**config.mk**
```make
export PLATFORM = sky130hd
export DESIGN_NAME = axi_refill_rd_master
export DESIGN_NICKNAME = d
export VERILOG_FILES = /design/src/rtl/axi_pkg.sv /design/src/rtl/axi_refill_rd_master.sv
export SDC_FILE = /design/constraint.sdc
export NUM_CORES = 1
export LEC_CHECK = 0
export BUFFER_PORTS_ARGS = -buffer_cell sky130_fd_sc_hd__buf_2
export CAP_MARGIN = 20
export CORE_AREA = 2 2 159 161
export CTS_CLUSTER_SIZE = 16
export DETAILED_ROUTE_END_ITERATION = 16
export DIE_AREA = 0 0 161 163
export HOLD_SLACK_MARGIN = 0.1
export PLACE_DENSITY = 0.82
export SLEW_MARGIN = 20
export SYNTH_ARGS = -nofsm -noshare
export SYNTH_HDL_FRONTEND = slang
export SYNTH_SLANG_ARGS = --single-unit
```
**constraint.sdc**
```tcl
create_clock -name clk -period 13.1 [get_ports clk]
set_input_delay 1.965 -clock clk [delete_from_list [all_inputs] [get_ports clk]]
set_output_delay 1.965 -clock clk [all_outputs]
set_load 0.02 [all_outputs]
```
**src/rtl/axi_pkg.sv**
```systemverilog
// Shared AXI encodings and the refill master state type.
//   AXI_BURST_INCR / AXI_SIZE_8B : constant AR channel fields
//   RESP_OKAY / RESP_SLVERR      : rresp encodings
//   refill_state_e               : refill master FSM states
package axi_pkg;

   localparam logic [1:0] AXI_BURST_INCR = 2'b01;
   localparam logic [2:0] AXI_SIZE_8B    = 3'd3;
   localparam logic [1:0] RESP_OKAY      = 2'b00;
   localparam logic [1:0] RESP_SLVERR    = 2'b10;

   typedef enum logic [1:0] {
      IDLE,
      AR,
      DATA,
      RESP
   } refill_state_e;

endpackage

```
**src/rtl/axi_refill_rd_master.sv**
```systemverilog
// AXI4 read-burst master for cache-line refills.
// Takes one miss address, issues a single INCR burst of LINE_BEATS 64-bit
// beats from the line-aligned address, collects the beats into a line buffer
// and returns the whole line (plus an error flag) on a valid/ready port.
//   clk, rst                      : clock, async active-high reset
//   req_valid/req_ready/req_addr  : refill request from the miss logic
//   resp_valid/resp_ready         : line hand-back to the cache
//   resp_line, resp_err           : assembled line (beat 0 in low bits), error
//   ar*                           : AXI read address channel
//   r*                            : AXI read data channel
module axi_refill_rd_master
   import axi_pkg::*;
#(
   parameter int ADDR_W     = 32,
   parameter int DATA_W     = 64,
   parameter int LINE_BEATS = 4
) (
   input  logic                         clk,
   input  logic                         rst,
   input  logic                         req_valid,
   input  logic [ADDR_W-1:0]            req_addr,
   output logic                         req_ready,
   output logic                         resp_valid,
   output logic [LINE_BEATS*DATA_W-1:0] resp_line,
   output logic                         resp_err,
   input  logic                         resp_ready,
   output logic [ADDR_W-1:0]            araddr,
   output logic                         arvalid,
   output logic [1:0]                   arburst,
   output logic [7:0]                   arlen,
   output logic [2:0]                   arsize,
   input  logic                         arready,
   input  logic [DATA_W-1:0]            rdata,
   input  logic [1:0]                   rresp,
   input  logic                         rvalid,
   input  logic                         rlast,
   output logic                         rready
);

   localparam int IDX_W      = $clog2(LINE_BEATS);
   // One extra bit so the counter can sit at LINE_BEATS while surplus beats drain.
   localparam int CNT_W      = IDX_W + 1;
   localparam int LINE_BYTES = LINE_BEATS * 8;

   localparam logic [CNT_W-1:0]  BEATS_C = CNT_W'(LINE_BEATS);
   localparam logic [CNT_W-1:0]  LAST_C  = CNT_W'(LINE_BEATS - 1);
   localparam logic [ADDR_W-1:0] LINE_MASK = ~ADDR_W'(LINE_BYTES - 1);

   refill_state_e state, state_nxt;

   logic [CNT_W-1:0]                    beat_cnt;
   logic                                err;
   logic [LINE_BEATS-1:0][DATA_W-1:0]   line_q;
   logic                                beat_bad;

   assign arburst   = AXI_BURST_INCR;
   assign arlen     = 8'(LINE_BEATS - 1);
   assign arsize    = AXI_SIZE_8B;
   assign resp_line = line_q;
   assign resp_err  = err;

   // Bad beat: slave error, a surplus beat past the line, or rlast on the wrong beat.
   assign beat_bad = (rresp != RESP_OKAY) || (beat_cnt == BEATS_C) ||
                     (rlast && (beat_cnt != LAST_C));

   always_ff @(posedge clk or posedge rst) begin
      if (rst) state <= IDLE;
      else     state <= state_nxt;
   end

   // Handshake outputs decode straight from the state register.
   always_comb begin
      state_nxt  = state;
      req_ready  = 1'b0;
      arvalid    = 1'b0;
      rready     = 1'b0;
      resp_valid = 1'b0;
      case (state)
         IDLE: begin
            req_ready = 1'b1;
            if (req_valid) state_nxt = AR;
         end
         AR: begin
            arvalid = 1'b1;
            if (arready) state_nxt = DATA;
         end
         DATA: begin
            rready = 1'b1;
            if (rvalid && rlast) state_nxt = RESP;
         end
         RESP: begin
            resp_valid = 1'b1;
            if (resp_ready) state_nxt = IDLE;
         end
         default: state_nxt = IDLE;
      endcase
   end

   // Line buffer is only written in DATA, so it holds still through RESP.
   // Slots not reached by a short burst keep whatever the previous line left.
   always_ff @(posedge clk or posedge rst) begin
      if (rst) begin
         araddr   <= '0;
         beat_cnt <= '0;
         err      <= 1'b0;
         line_q   <= '0;
      end else begin
         case (state)
            IDLE: begin
               if (req_valid) begin
                  araddr   <= req_addr & LINE_MASK;
                  beat_cnt <= '0;
                  err      <= 1'b0;
               end
            end
            DATA: begin
               if (rvalid) begin
                  if (beat_cnt < BEATS_C) begin
                     line_q[beat_cnt[IDX_W-1:0]] <= rdata;
                     beat_cnt <= beat_cnt + 1'b1;
                  end
                  if (beat_bad) err <= 1'b1;
               end
            end
            default: ;
         endcase
      end
   end

endmodule

```
==> results of run 1 <==
[area by class of cell]
class,instances,area (um^2)
fillers,1865,9720
flip-flops and latches,289,7230
multi-input cells,337,4280
repair buffers,390,1990
clock buffers,46,902
well taps,330,413
clock inverters,7,88.8
inverters,9,41.3
[how the worst max path moves through the flow]
| stage | startpoint | endpoint | slack, ns |
|---|---|---|---|
| after floorplan | rst | araddr[10]$_DFFE_PP0P_ | 3.16 |
| after global placement | rvalid | resp_line[229]$_DFFE_PP0P_ | 9.42 |
| after detailed placement | rvalid | resp_line[255]$_DFFE_PP0P_ | 9.36 |
| after CTS | state[0]$_DFFE_PP0P_ | rready | 9.38 |
| after global routing | state[0]$_DFFE_PP0P_ | rready | 9.29 |
| final | state[0]$_DFFE_PP0P_ | rready | 9.40 |
[layer usage]
layer / GRT usage, % / vias to the layer above / wire [um]
li1: - / 3098 / -
met3: 3.92 / 52 / 1720
met4: 6.21 / 0 / 735
met2: 35.7 / 261 / 14000
met1: 25.5 / 3615 / 11100
met5: 0 / - / 0
[per-stage QoR]
stage | hold WS (ns) | area, um^2 | utilization (%) | instances
floorplan | 0.508 | 12100 | - | 682
global placement | 0.478 | 13900 | 56.5 | 1354
detailed placement | 0.481 | 14000 | 56.6 | 1355
CTS | 0.494 | 15000 | 60.6 | 1408
global route | 0.515 | 15000 | 60.6 | 1408
finish | 0.490 | 15000 | 60.6 | 1408
[cell families after synthesis]
| group | synth area share [%] |
|---|---|
| compound gates | 0.632 |
| fa+ha+maj | 0.932 |
| buf+inv | 5.28 |
| flops | 59.9 |
| mux | 32.1 |
| other cells | 0.0622 |
| simple gates | 1.10 |
[sequential cells by signal, indices dropped and copies added, names as in the netlist]
register,flops
resp_line,256
araddr,27
beat_cnt,3
state,2
resp_err,1
[worst max-delay path, delay by kind of cell, from the launching register on]
family,cells,cell delay [ns]
buf+inv,2,0.36
fa+ha+maj,1,0.43
flops,1,0.40
[placed cells by master (no fill, tap or decap), drive strengths merged]
| master | netlist | routed |
|---|---|---|
| a211oi | 1 | 1 |
| a22o | 2 | 2 |
| a2bb2oi | 1 | 1 |
| a31oi | 1 | 1 |
| and3 | 1 | 1 |
| buf | 46 | 390 |
| bufinv | 0 | 2 |
| clkbuf | 1 | 46 |
| clkinv | 0 | 5 |
| conb | 2 | 18 |
| dfrtp | 289 | 289 |
| ha | 9 | 9 |
| inv | 9 | 9 |
| mux2 | 284 | 284 |
| mux2i | 1 | 1 |
| nand2 | 6 | 6 |
| nand2b | 2 | 2 |
| nand3b | 1 | 1 |
| nand4 | 2 | 2 |
| nor2 | 3 | 3 |
| o21ai | 1 | 1 |
| o22a | 2 | 2 |
| o22ai | 2 | 2 |
[power by group]
part / internal [mW] / switching [mW]
clock: 0.509 / 0.334
combinational: 0.643 / 0.754
sequential: 1.21 / 0.185
==> results.toml, run 1 <==
[status]
status = "complete, no violations"

[routing]
postRouteWirelength_mm = 27.6
drc = 0
via_count = 7026
ant_nets = 0
viasPerCell = 4.99
routedWlPerCell_um = 19.6
drtIter0Drc = 436
firstDrtPassIters = 4

[clocking]
cts_hold_buf = 0
clock_sinks = 289
cts_resized = 0
numCtsBuffers = 30
cts_max_level = 1
cts.clk_slew.worst_paths_ns = 0.06
cts_buffer_depth = 3
cts_tree = "done"
root_buffer = "clkbuf_16"
clock_latency_ns = 0.54
cts_setup_buffers = 0

[floorplan]
fp.coreArea_um2 = 24700
pin_count = 411
initial_core_util_pct = 49.0
die_h_um = 163
rows = 58
die_w_um = 161
dieArea_um2 = 26200

[setup_path]
cp_cell_sequence = "inv_1, ha_1, buf_2"
critPathMaxStageDelay_ns = 0.43
worstReg2RegEnd = "resp_line[255]$_DFFE_PP0P_"
critPathRequiredTime_ns = 11.14
cp-start-kind = "register"
slowest_stage = "ha_1"
cp-end-kind = "output pin"
crit_fanout = 11
path_class = "reg2out"
r2r_slack_ns = 10.47
ff2ff_path_depth = 5
cp_data_arrival_time_ns = 1.73
r2r-start = "state[0]$_DFFE_PP0P_"

[logic_synthesis]
synth_top_area_share_pct = 59.9
ys_seq_area_share_pct = 59.9
ys_warn_count = 0
syn_avg_cell_area_um2 = 18.1
ys_types = 29
synth_ff_type = "dfrtp_1"
netlist_area_um2 = 12100
synth_area_leader_cell = "dfrtp_1"
async_flop_share_pct = 100
synth_seq_cells = 289
netlist_instances = 666
synth_edf_count = 0
synth_most_common_cell = "dfrtp_1"
yosys-top-cells-area = "dfrtp_1, mux2_4, mux2_2"
synth_commonest_cells = "dfrtp_1, mux2_4, mux2_2, buf_12, buf_4"

[global_route]
grt_use_total_pct = 20.3
grt_max_degree = 161
grt_first_pass_wirelength_mm = 42.4
antenna_found_initial = 0
gr-total-overflow = 0
grt_pass1_vias = 7358

[place]
dp_worst_setup_slack_ns = 9.36
place.gp.congestion = 0.780
hpwl_mm = 18.2
io_buffer_count = 387

[finish]
diodes = 0
drive_above_1_share_pct = 67.4
fin_nets = 1171
area_delta_synth_final_pct = 23.7

[hold_path]
hold_path_startpoint = "resp_err$_DFFE_PP0P_"
whs_path_depth = 1
holdPathEnd = "resp_err$_DFFE_PP0P_"
hold_path_class = "reg2reg"

[pwr]
power.total_mw = 3.64
peakVddDrop_mv = 0.169
leakage_nw = 8.71
powerDensity_nw_per_um2 = 243

[sta]
setup_viol = 0
skew_ns = 0.0118
max_freq_mhz = 271
maxSlewHeadroom_pct = 40.2
period_needed_ns = 3.70
finalMaxSlewViolations = 0
final.setup.tns_ns = 0
fin_crit_sh_pct = 28.2
worst_slack_ns = 9.40
finalHoldViolCount = 0
worst_slew_pin_slew_ns = 0.897
grt_setup_unrepaired = "no"

[run]
cap_violations = 0
(Power assumes the default switching activity.)
==> run 2, diff against run 1 <==
Settings changed: ABC_AREA set to 1, PLACE_DENSITY 0.82 to 0.78.
Clock period 13.1 ns to 3.7 ns, I/O delays scaled along.
==> results.toml, run 2 <==
[status]
status = "complete, no violations"

[sta]
max_freq_mhz = 376
finalMaxSlewViolations = 0
skew_ns = 0.0146
maxSlewHeadroom_pct = 44.3
grt_setup_unrepaired = "no"
hold-worst-slack_ns = 0.243
finalHoldViolCount = 0
setup_viol = 0
worst_slew_pin_slew_ns = 0.836
period_needed_ns = 2.66
fin_crit_sh_pct = 71.9

[global_route]
gr-total-overflow = 0
grt_max_degree = 146
antenna_found_initial = 0
grt_use_total_pct = 20.1
grt_first_pass_wirelength_mm = 42.9
grt_pass1_vias = 8282

[logic_synthesis]
async_flop_share_pct = 100
synth_commonest_cells = "dfrtp_1, nand2_1, o21ai_1, inv_1, buf_6"
syn_avg_cell_area_um2 = 10.9
ys_types = 17
ys_warn_count = 0
ys_seq_area_share_pct = 63.7
synth_most_common_cell = "dfrtp_1"
yosys-top-cells-area = "dfrtp_1, nand2_1, o21ai_1"
synth_seq_cells = 289
netlist_area_um2 = 11400
synth_area_leader_cell = "dfrtp_1"
synth_edf_count = 0
netlist_instances = 1038
synth_ff_type = "dfrtp_1"
synth_top_area_share_pct = 63.7

[setup_path]
cp-end-kind = "register"
crit_buf_inv = 3
cp_data_arrival_time_ns = 3.05
critPathMaxStageDelay_ns = 0.45
path_class = "reg2reg"
slowest_stage = "buf_4"
critPathRequiredTime_ns = 4.09
r2r-start = "state[0]$_DFFE_PP0P_"
cp-start-kind = "register"
worstSetupStartpoint = "state[0]$_DFFE_PP0P_"
crit_fanout = 52
cp_cell_sequence = "inv_1, ha_1, inv_2, nor3_4, nand2_4, buf_4, nand2_1, o21ai_1"
cp_top_family = "simple AND/OR/NAND/NOR gates"

[clocking]
cts_resized = 0
cts_max_level = 1
cts.clk_slew.worst_paths_ns = 0.06
clock_sinks = 289
cts_buffer_depth = 3
cts_setup_buffers = 0
numCtsBuffers = 29
cts_tree = "done"
clock_latency_ns = 0.54
cts_hold_buf = 0
root_buffer = "clkbuf_16"

[finish]
num-fill-cells = 2122
area_delta_synth_final_pct = 23.6
fin_nets = 1520
fin_cells = 1756
drive_above_1_share_pct = 36.9
mostFrequentLayoutCells = "buf_2, dfrtp_1, nand2_1, o21ai_1, inv_1"
final_common_cell = "buf_2"
largest_register_ffs = 256
diodes = 0

[routing]
firstDrtPassIters = 5
via_count = 8413
postRouteWirelength_mm = 26.9
drtIter0Drc = 643
routedWlPerCell_um = 15.3
drc = 0
ant_nets = 0
viasPerCell = 4.79

[floorplan]
die_w_um = 161
dieArea_um2 = 26200
die_h_um = 163
pin_count = 411
initial_core_util_pct = 46.0
rows = 58
fp.coreArea_um2 = 24700

[pwr]
leakage_nw = 7.77
powerDensity_nw_per_um2 = 921
peakVddDrop_mv = 0.636

[place]
hpwl_mm = 18.3
place_inst = 1705
io_buffer_count = 387
place.gp.congestion = 0.805

[run]
cap_violations = 0

[hold_path]
hold_path_class = "in2async"
-- run 2: power by group --
group | internal (mW) | switching (mW)
combinational | 1.71 | 3.34
clock | 1.65 | 1.16
sequential | 4.43 | 0.650
-- run 2: worst reg2reg max path, cell delays in order (launching register included) --
cell     delay, ns
dfrtp_1       0.40
inv_1         0.11
ha_1          0.33
inv_2         0.10
nor3_4        0.40
nand2_4       0.44
buf_4         0.47
nand2_1       0.20
o21ai_1       0.07
-- run 2: cell type report --
type                            count  area [um^2]  area share, %
Sequential cell                   289         7230           51.5
Multi-Input combinational cell    610         3140           22.3
Timing Repair Buffer              397         2040           14.5
Clock buffer                       44          852           6.07
Tap cell                          330          413           2.94
Inverter                           79          300           2.14
Clock inverter                      7         66.3          0.472
-- run 2: path summary, 6_finish.rpt --
check,endpoint,slack [ns],depth (start not counted)
min in group clk,araddr[22]$_DFFE_PP0P_,0.26,2
hold reg to reg,resp_err$_DFFE_PP0P_,0.47,2
setup reg to reg,resp_line[249]$_DFFE_PP0P_,1.04,8
hold / removal,resp_line[121]$_DFFE_PP0P_,0.24,3
max in group asynchronous,resp_line[190]$_DFFE_PP0P_,2.84,3
setup / recovery,resp_line[249]$_DFFE_PP0P_,1.04,8
-- run 2: logic make-up after synthesis --
kind of cell             Yosys count  share of synthesized area [%]
other                              2                         0.0661
AND/OR/NAND/NOR                  297                           10.1
AO/OA/AOI/OAI                    259                           13.1
multiplexers                      27                           2.68
buffers and inverters            155                           9.44
flip-flops                       289                           63.7
adder cells (fa/ha/maj)            9                          0.991
-- run 2: through the flow --
| stage | worst slack, ns | setup TNS (ns) | util (%) | total power, mW | cell area, um^2 |
|---|---|---|---|---|---|
| global placement | 1.11 | 0 | 53.2 | 10.0 | 13100 |
| detailed placement | 1.03 | 0 | 53.2 | 10.2 | 13100 |
| finish | 1.04 | 0 | 56.9 | 12.9 | 14000 |
| floorplan | -0.688 | -198.89 | - | 8.43 | 11400 |
| CTS | 1.03 | 0 | 56.9 | 13.1 | 14000 |
| global route | 0.823 | 0 | 56.9 | 13.7 | 14000 |
-- run 2: metal layers --
layer	track usage, %	vias up	part of all wire, %
li1	-	4052	-
met1	25.0	3967	40
met2	34.5	332	49
met3	5.27	62	8.1
met4	6.13	0	2.7
met5	0	-	0
